`config.mk`:
```
export PLATFORM = sky130hd
export DESIGN_NAME = fb_writer
export DESIGN_NICKNAME = d
export VERILOG_FILES = /design/src/rtl/fb_pkg.sv /design/src/rtl/fb_addr_gen.sv /design/src/rtl/fb_writer.sv
export SDC_FILE = /design/constraint.sdc
export NUM_CORES = 1
export LEC_CHECK = 0
export CAP_MARGIN = 15
export CORE_MARGIN = 4
export CORE_UTILIZATION = 47
export DETAILED_ROUTE_END_ITERATION = 7
export PLACE_DENSITY_LB_ADDON = 0.1
export SYNTH_ARGS = -nofsm -noshare
export SYNTH_HDL_FRONTEND = slang
export SYNTH_SLANG_ARGS = --single-unit
```
`constraint.sdc`:
```
create_clock -name PLB_clk -period 5.1 [get_ports PLB_clk]
set_clock_uncertainty 0.1 [all_clocks]
set_input_delay 1.02 -clock PLB_clk [delete_from_list [all_inputs] [get_ports PLB_clk]]
set_output_delay 1.02 -clock PLB_clk [all_outputs]
set_load 0.01 [all_outputs]
```
`src/rtl/fb_pkg.sv`:
```
// Shared definitions for the framebuffer writer: FSM encodings, pixel word
// field positions and default framebuffer geometry.
package fb_pkg;

  typedef enum logic [3:0] {
    ST_IDLE       = 4'd0,
    ST_READ       = 4'd1,
    ST_LATCH      = 4'd2,
    ST_CALC       = 4'd3,
    ST_REQ        = 4'd4,
    ST_WAIT_CMPLT = 4'd5
  } fbw_state_e;

  localparam int X_MSB      = 95;
  localparam int X_LSB      = 64;
  localparam int Y_MSB      = 63;
  localparam int Y_LSB      = 32;
  localparam int COLOUR_MSB = 31;
  localparam int COLOUR_LSB = 0;

  localparam logic [31:0] DEF_FB_BASE_ADDR = 32'h8000_0000;
  localparam logic [31:0] DEF_FB_WIDTH     = 32'd640;
  localparam logic [31:0] DEF_FB_HEIGHT    = 32'd480;

  // Byte offset of a 32-bit pixel; product and sum deliberately wrap at 32 bits.
  function automatic logic [31:0] pixel_offset(input logic [31:0] x,
                                               input logic [31:0] y,
                                               input logic [31:0] width);
    logic [31:0] lin;
    lin = (y * width) + x;
    return {lin[29:0], 2'b00};
  endfunction

endpackage

```
`src/rtl/fb_addr_gen.sv`:
```
// Combinational pixel address generator and on-screen check.
module fb_addr_gen
  import fb_pkg::*;
#(
  parameter logic [31:0] FB_BASE_ADDR = DEF_FB_BASE_ADDR,
  parameter logic [31:0] FB_WIDTH     = DEF_FB_WIDTH,
  parameter logic [31:0] FB_HEIGHT    = DEF_FB_HEIGHT
) (
  input  logic [31:0] i_x,
  input  logic [31:0] i_y,
  output logic [31:0] o_addr,
  output logic        o_in_range
);

  assign o_in_range = (i_x < FB_WIDTH) && (i_y < FB_HEIGHT);
  assign o_addr     = FB_BASE_ADDR + pixel_offset(i_x, i_y, FB_WIDTH);

endmodule

```
`src/rtl/fb_writer.sv`:
```
// Framebuffer writer: pops one pixel from a non-FWFT FIFO and issues one
// single-beat PLB master write for it, dropping off-screen pixels.
module fb_writer
  import fb_pkg::*;
#(
  parameter logic [31:0] FB_BASE_ADDR = DEF_FB_BASE_ADDR,
  parameter logic [31:0] FB_WIDTH     = DEF_FB_WIDTH,
  parameter logic [31:0] FB_HEIGHT    = DEF_FB_HEIGHT
) (
  input  logic        PLB_clk,
  input  logic        reset_n,
  input  logic [95:0] fifo_data,
  input  logic        fifo_empty,
  output logic        fifo_rd_en,
  output logic        IP2Bus_MstWr_Req,
  output logic [31:0] IP2Bus_Mst_Addr,
  output logic [31:0] IP2Bus_MstWr_d,
  input  logic        Bus2IP_Mst_CmdAck,
  input  logic        Bus2IP_Mst_Cmplt,
  output logic [3:0]  fbw_state
);

  fbw_state_e  r_state;
  fbw_state_e  w_next_state;
  logic        r_rd_en;
  logic        w_rd_en_next;
  logic        r_req;
  logic        w_req_next;
  logic [31:0] r_x;
  logic [31:0] r_y;
  logic [31:0] r_colour;
  logic        r_in_range;
  logic [31:0] r_addr;
  logic [31:0] r_data;
  logic [31:0] w_gen_x;
  logic [31:0] w_gen_y;
  logic [31:0] w_addr;
  logic        w_in_range;

  // The generator sees the live FIFO word while latching, the held pixel otherwise.
  assign w_gen_x = (r_state == ST_LATCH) ? fifo_data[X_MSB:X_LSB] : r_x;
  assign w_gen_y = (r_state == ST_LATCH) ? fifo_data[Y_MSB:Y_LSB] : r_y;

  fb_addr_gen #(
    .FB_BASE_ADDR (FB_BASE_ADDR),
    .FB_WIDTH     (FB_WIDTH),
    .FB_HEIGHT    (FB_HEIGHT)
  ) u_addr_gen (
    .i_x        (w_gen_x),
    .i_y        (w_gen_y),
    .o_addr     (w_addr),
    .o_in_range (w_in_range)
  );

  always_comb begin
    w_next_state = r_state;
    w_rd_en_next = 1'b0;
    w_req_next   = 1'b0;
    case (r_state)
      ST_IDLE: begin
        if (!fifo_empty) begin
          w_next_state = ST_READ;
          w_rd_en_next = 1'b1;
        end else begin
          w_next_state = ST_IDLE;
        end
      end
      ST_READ:  w_next_state = ST_LATCH;
      ST_LATCH: w_next_state = ST_CALC;
      ST_CALC: begin
        if (r_in_range) begin
          w_next_state = ST_REQ;
          w_req_next   = 1'b1;
        end else begin
          w_next_state = ST_IDLE;
        end
      end
      ST_REQ: begin
        if (Bus2IP_Mst_CmdAck) begin
          w_next_state = Bus2IP_Mst_Cmplt ? ST_IDLE : ST_WAIT_CMPLT;
        end else begin
          w_next_state = ST_REQ;
          w_req_next   = 1'b1;
        end
      end
      ST_WAIT_CMPLT: begin
        if (Bus2IP_Mst_Cmplt) begin
          w_next_state = ST_IDLE;
        end else begin
          w_next_state = ST_WAIT_CMPLT;
        end
      end
      default: w_next_state = ST_IDLE;
    endcase
  end

  always_ff @(posedge PLB_clk or negedge reset_n) begin
    if (!reset_n) begin
      r_state <= ST_IDLE;
      r_rd_en <= 1'b0;
      r_req   <= 1'b0;
    end else begin
      r_state <= w_next_state;
      r_rd_en <= w_rd_en_next;
      r_req   <= w_req_next;
    end
  end

  always_ff @(posedge PLB_clk or negedge reset_n) begin
    if (!reset_n) begin
      r_x        <= 32'd0;
      r_y        <= 32'd0;
      r_colour   <= 32'd0;
      r_in_range <= 1'b0;
      r_addr     <= 32'd0;
      r_data     <= 32'd0;
    end else begin
      if (r_state == ST_LATCH) begin
        r_x        <= fifo_data[X_MSB:X_LSB];
        r_y        <= fifo_data[Y_MSB:Y_LSB];
        r_colour   <= fifo_data[COLOUR_MSB:COLOUR_LSB];
        r_in_range <= w_in_range;
      end
      // Bus address/data only change when a new on-screen pixel is committed.
      if ((r_state == ST_CALC) && r_in_range) begin
        r_addr <= w_addr;
        r_data <= r_colour;
      end
    end
  end

  assign fifo_rd_en       = r_rd_en;
  assign IP2Bus_MstWr_Req = r_req;
  assign IP2Bus_Mst_Addr  = r_addr;
  assign IP2Bus_MstWr_d   = r_data;
  assign fbw_state        = r_state;

endmodule

```
# Yosys cells after proc, flatten, opt, wreduce, memory -nomap -nowiden
# Cells that the tools add are included.
[op_classes]
order_cmp = 2
addsub = 2
n_mux = 12
n_reduce_logical = 3
eq_ne = 5
n_mul = 1
[op_table]
columns = ["operator", "n"]
rows = [
  ["2-to-1 mux 32 bit", 2],
  ["adder 32 bit, first input constant", 1],
  ["less-than comparator 32 x 10 -> 1 bit, second input constant", 1],
  ["less-than comparator 32 x 9 -> 1 bit, second input constant", 1],
  ["multiplier 32 x 3 -> 23 bit, second input constant", 1],
  ["adder 30 bit", 1],
  ["one-hot mux 4 bit (6 select lines)", 1],
  ["2-to-1 mux 3 bit", 3],
  ["== test 4 x 2 -> 1 bit, second input constant", 2],
  ["== test 4 x 3 -> 1 bit, second input constant", 2],
  ["2-to-1 mux 1 bit", 5],
  ["== test 4 x 1 -> 1 bit, second input constant", 1],
  ["zero test 4 bit", 1],
  ["logical AND 1 bit", 2],
  ["one-hot mux 1 bit (2 select lines)", 1],
]
[totals]
wordCells = 34
in_bits = 101
out_inout_bits = 70
regBits = 167

# Longest topological paths before layout
[depth]
depth_word = 5
mapped_depth = 25
depth_no_buf = 21

# By module
# From an unflattened synthesis, not the netlist that was laid out.
[hier_totals]
hier_cells = 659
area_unflattened_um2 = 8600.7
[modules_own_cells]
columns = ["module", "n_inst", "area_per_inst_um2", "seq_area_each_um2", "cells_each"]
rows = [
  ["fb_writer", 1, 6174.7, 4154.0, 360],
  ["fb_addr_gen", 1, 2426.1, 0.0, 299],
]

# Least setup slack after synthesis
# No wires, ideal clock.
[synth_path]
kind = "register to register"
from = "register r_state[0] (netlist: fbw_state[0])"
to = "register r_addr[29] (netlist: IP2Bus_Mst_Addr[29])"
synth_period_minus_slack_ps = 5657
path_slack_ps = -557
path_buffers = 5
required_ps = 4931
stages_incl_launch_ff = 24
arrival_ps = 5488
setup_ps = 69
cell_sequence = "dfrtp_1 buf_2 nor3b_4 buf_2 buf_1 buf_2 mux2_2 ha_1 ha_1 fa_1 a21oi_1 o21ai_0 o2bb2ai_1 o311ai_1 xor2_1 ha_1 clkbuf_1 nand2_1 nor2_1 o211ai_1 a21oi_1 nor2_1 or4_1 nand3_1"
[synth_via]
elab_chain_cells = 5
word_cells_on_any_way = 8
cone_classes = "add/sub: 2; mul: 1; eq/ne: 2; mux: 2; reduce/logical: 1"
[synth_rtl]
columns = ["element", "line", "source"]
rows = [
  ["start: declaration", "fb_writer.sv:23", "fbw_state_e r_state;"],
  ["start signal: assignment", "fb_writer.sv:103", "r_state <= w_next_state;"],
  ["== test 4 x 2 -> 1 bit", "fb_writer.sv:42", "assign w_gen_y = (r_state == ST_LATCH) ? fifo_data[Y_MSB:Y_LSB] : r_y;"],
  ["2-to-1 mux 32 bit", "-", ""],
  ["via u_addr_gen.i_y[1]", "fb_addr_gen.sv:10", "input logic [31:0] i_y,"],
  ["multiplier 32 x 3 -> 23 bit", "fb_pkg.sv:30", "lin = (y * width) + x;"],
  ["adder 30 bit", "fb_pkg.sv:30", ""],
  ["adder 32 bit", "fb_addr_gen.sv:16", "assign o_addr = FB_BASE_ADDR + pixel_offset(i_x, i_y, FB_WIDTH);"],
  ["end signal: assignment", "fb_writer.sv:126", "r_addr <= w_addr;"],
  ["end: declaration", "fb_writer.sv:33", "logic [31:0] r_addr;"],
]
# The timed path passes the listed nets, and every way through them passes these cells.
# A chain may end at the register's enable or synchronous reset.

# Worst setup path in the final report
[layout_path]
from = "input fifo_data[35]"
to = "register r_addr[28] (netlist: IP2Bus_Mst_Addr[28])"
[layout_via]
elab_chain_cells = 4
[layout_rtl]
columns = ["element", "line", "source"]
rows = [
  ["start: declaration", "fb_writer.sv:12", "input logic [95:0] fifo_data,"],
  ["2-to-1 mux 32 bit", "-", ""],
  ["via u_addr_gen.i_y[3]", "fb_addr_gen.sv:10", ""],
  ["multiplier 32 x 3 -> 23 bit", "fb_pkg.sv:30", ""],
  ["adder 30 bit", "fb_pkg.sv:30", ""],
  ["adder 32 bit", "fb_addr_gen.sv:16", ""],
]
# The timed path passes the listed nets, and every way through them passes these cells.

==> impl_metrics.py <==
metrics = {
    "job": {
        "drv_cap": 0,
    },
    "global_routing": {
        "globalRouteOverflowTotal": 0,
        "grt_pass1_vias": 6999,
        "grt_first_pass_wirelength_mm": 34.9,
        "grt_antenna_before_repair": 0,
        "grt_max_degree": 89,
        "gr-usage-all-layers_pct": 21.8,
    },
    "floorplanning": {
        "design.die.area_um2": 19600,
        "floorplan.initialDensity_pct": 48.6,
        "rows": 47,
        "pin_count": 171,
        "die_width_um": 140,
        "die_h_um": 140,
        "core_area_um2": 16800,
    },
    "detailed_routing": {
        "drt_first_iter_violations": 232,
        "antenna_left": 0,
        "viasPerCell": 5.27,
        "dr.pass1.iters": 4,
        "drc_errors": 0,
        "wl_mm": 20.8,
        "vias": 6528,
        "wire_per_inst_um": 16.8,
    },
    "setup_path": {
        "critPathMaxFanout": 5,
        "critPathLaunchType": "input pin",
        "cpMostUsedCell": "ha_1",
        "cp-end-kind": "register",
        "r2r_setup_slack_ns": 0.34,
        "worst_ep_required_time_ns": 5.34,
        "slowest_stage": "clkdlybuf4s50_1",
        "slowest_delay_ns": 0.40,
        "crit_path_cell_trace": "clkdlybuf4s50_1 > mux2_2 > ha_1 > ha_1 > fa_2 > a21oi_2 > o21ai_2 > o2bb2ai_2 > buf_4 > o311ai_2 > a21o_1 > a21oi_1 > xnor2_1 > ha_1 > a21o_1 > a21oi_2 > mux2_2 > nor2_1 > a21oi_1 > o211ai_1",
        "path_class": "input pin to register",
        "arrival_ns": 5.07,
    },
    "logic_synthesis": {
        "synth.avg_cell_area_um2": 10.6,
        "synth.distinct_cells": 58,
        "ys_ff_latch": 153,
        "yosys.area_share.simple_pct": 12.2,
        "synthMuxAreaShare_pct": 12.9,
        "synth_xor_area_share_pct": 4.77,
        "synth_warnings": 0,
        "syn_inst": 772,
        "ys_seq_area_share_pct": 46.8,
        "synthAdderAreaFrac_pct": 9.36,
        "synth_top_family_by_area": "multiplexers",
        "synth_edf_count": 0,
        "mappedNetlistArea_um2": 8180,
        "synth_compound_area_share_pct": 11.3,
        "async_reset_ff_share_pct": 100,
        "ys.flop_type": "dfrtp_1",
    },
    "placed_design": {
        "dp_hpwl_mm": 15.7,
        "port_buffers": 167,
        "place.gp.congestion": 0.917,
        "placed_cells": 1205,
    },
    "finish": {
        "nets": 1167,
        "regArea_um2": 3830,
        "drive_gt1_share_pct": 21.8,
        "final_cell_mix": "clkdlybuf4s50_1 (166), dfrtp_1 (153), nand2_1 (134)",
        "fin_cells": 1239,
        "final_common_cell": "clkdlybuf4s50_1",
        "fill_cells": 1339,
        "syn2layout_area_growth_pct": 38.4,
        "multi_input_area_um2": 4260,
        "diodes": 0,
        "post-route-util_pct": 67.3,
    },
    "clock_tree": {
        "cts_buffers": 17,
        "ctsHoldBuffers": 0,
        "cts.clk_slew.worst_paths_ns": 0.07,
        "root_buffer": "clkbuf_16",
        "cts_htree_levels": 4,
        "tritoncts": "yes",
        "clock_path_buffers": 2,
        "clkLatencyLatePin_ns": 0.42,
        "clock-sinks": 153,
    },
    "sta": {
        "hold_violations": 0,
        "drv_slew": 0,
        "tightest_slew_ns": 0.820,
        "slew_headroom_pct": 45.3,
        "period_share_pct": 94.7,
        "rsz0062_at_grt": "false",
        "finalCriticalPeriod_ns": 4.83,
        "fmax_mhz": 207,
        "setup_violations": 0,
    },
    "min_path": {
        "hp-class": "register to register",
    },
    "status": {
        "status": "completed",
    },
}
through the flow:
step / worst slack, ns / area, um^2 / hold slack (ns) / TNS [ns]
floorplan: 0.0174 / 8230 / 0.335 / 0
global placement: -0.152 / 10600 / 0.341 / -0.663
detailed placement: -0.219 / 10600 / 0.356 / -1.08
CTS: 0.0586 / 11200 / 0.366 / 0
global route: 0.0192 / 11300 / 0.392 / 0
finish: 0.269 / 11300 / 0.361 / 0
area by class of cell:
class	count	share of cell area [%]
inverters	18	0.597
repair buffers	245	20.1
multi-input cells	571	37.6
well taps	220	2.43
flip-flops and latches	153	33.8
clock buffers	19	4.00
clock inverters	13	1.43
kinds of logic after synthesis:
logic type | Yosys count
other | 1
buffers and inverters | 50
adder cells (fa/ha/maj) | 60
AO/OA/AOI/OAI | 145
AND/OR/NAND/NOR | 225
XOR/XNOR | 43
flip-flops | 153
multiplexers | 95
worst paths after layout:
kind	start	end	depth (start not counted)
max in group asynchronous	reset_n	r_y[8]	2
worst max-delay path	fifo_data[35]	IP2Bus_Mst_Addr[28]	20
worst min-delay path	r_colour[22]	IP2Bus_MstWr_d[22]	2
min in group asynchronous	reset_n	IP2Bus_Mst_Addr[8]	1
worst min register to register	r_colour[22]	IP2Bus_MstWr_d[22]	2
worst max register to register	fbw_state[0]	IP2Bus_Mst_Addr[28]	20
critical path, delay by kind of cell:
| family | cells | cell delay, ns |
|---|---|---|
| buf+inv | 2 | 0.54 |
| simple gates | 1 | 0.09 |
| fa+ha+maj | 4 | 1.25 |
| mux | 2 | 0.64 |
| xor+xnor | 1 | 0.09 |
| compound gates | 10 | 1.45 |
sequential cells by signal, indices dropped and copies added, names as in the netlist:
signal            cells
r_y                  23
IP2Bus_MstWr_Req      1
r_in_range            1
IP2Bus_MstWr_d       32
r_x                  30
fbw_state             3
IP2Bus_Mst_Addr      30
r_colour             32
fifo_rd_en            1
routing by layer:
metal  track usage (%)  part of all wire, %
met1              27.3                   43
met2              38.0                   51
met3              4.12                  4.3
met4              7.34                  2.0
met5                 0                    0
synth_stat cells (all sizes together), types with 3 or more instances:
| master | n | area [um^2] |
|---|---|---|
| nand2 | 134 | 503 |
| a211oi | 7 | 52.6 |
| o21ai | 33 | 165 |
| nor2b | 3 | 18.8 |
| buf | 16 | 83.8 |
| mux2 | 85 | 957 |
| o21bai | 6 | 45.0 |
| nand4 | 4 | 25.0 |
| dfrtp | 153 | 3830 |
| xor2 | 20 | 175 |
| o21a | 7 | 52.6 |
| clkbuf | 16 | 60.1 |
| or3 | 4 | 25.0 |
| a21o | 22 | 165 |
| nor4 | 9 | 56.3 |
| nor3 | 6 | 30.0 |
| a21oi | 40 | 200 |
| mux2i | 10 | 100 |
| inv | 18 | 67.6 |
| nor2 | 35 | 131 |
| o31ai | 4 | 30.0 |
| xnor2 | 22 | 193 |
| and3 | 3 | 18.8 |
| ha | 58 | 726 |
| nand3 | 9 | 45.0 |
| or4 | 6 | 45.0 |
| o211ai | 6 | 45.0 |
what timing repair did:
item                                   4_1_cts  5_1_grt
gates resized for setup                      0       19
endpoints found under the hold margin        0        0
setup endpoints to repair                    0        9
setup buffers                                0        2
Power is left out: the tool's default activity adds up to more than one toggle a clock period on the data nets, which glitch-free logic cannot reach.
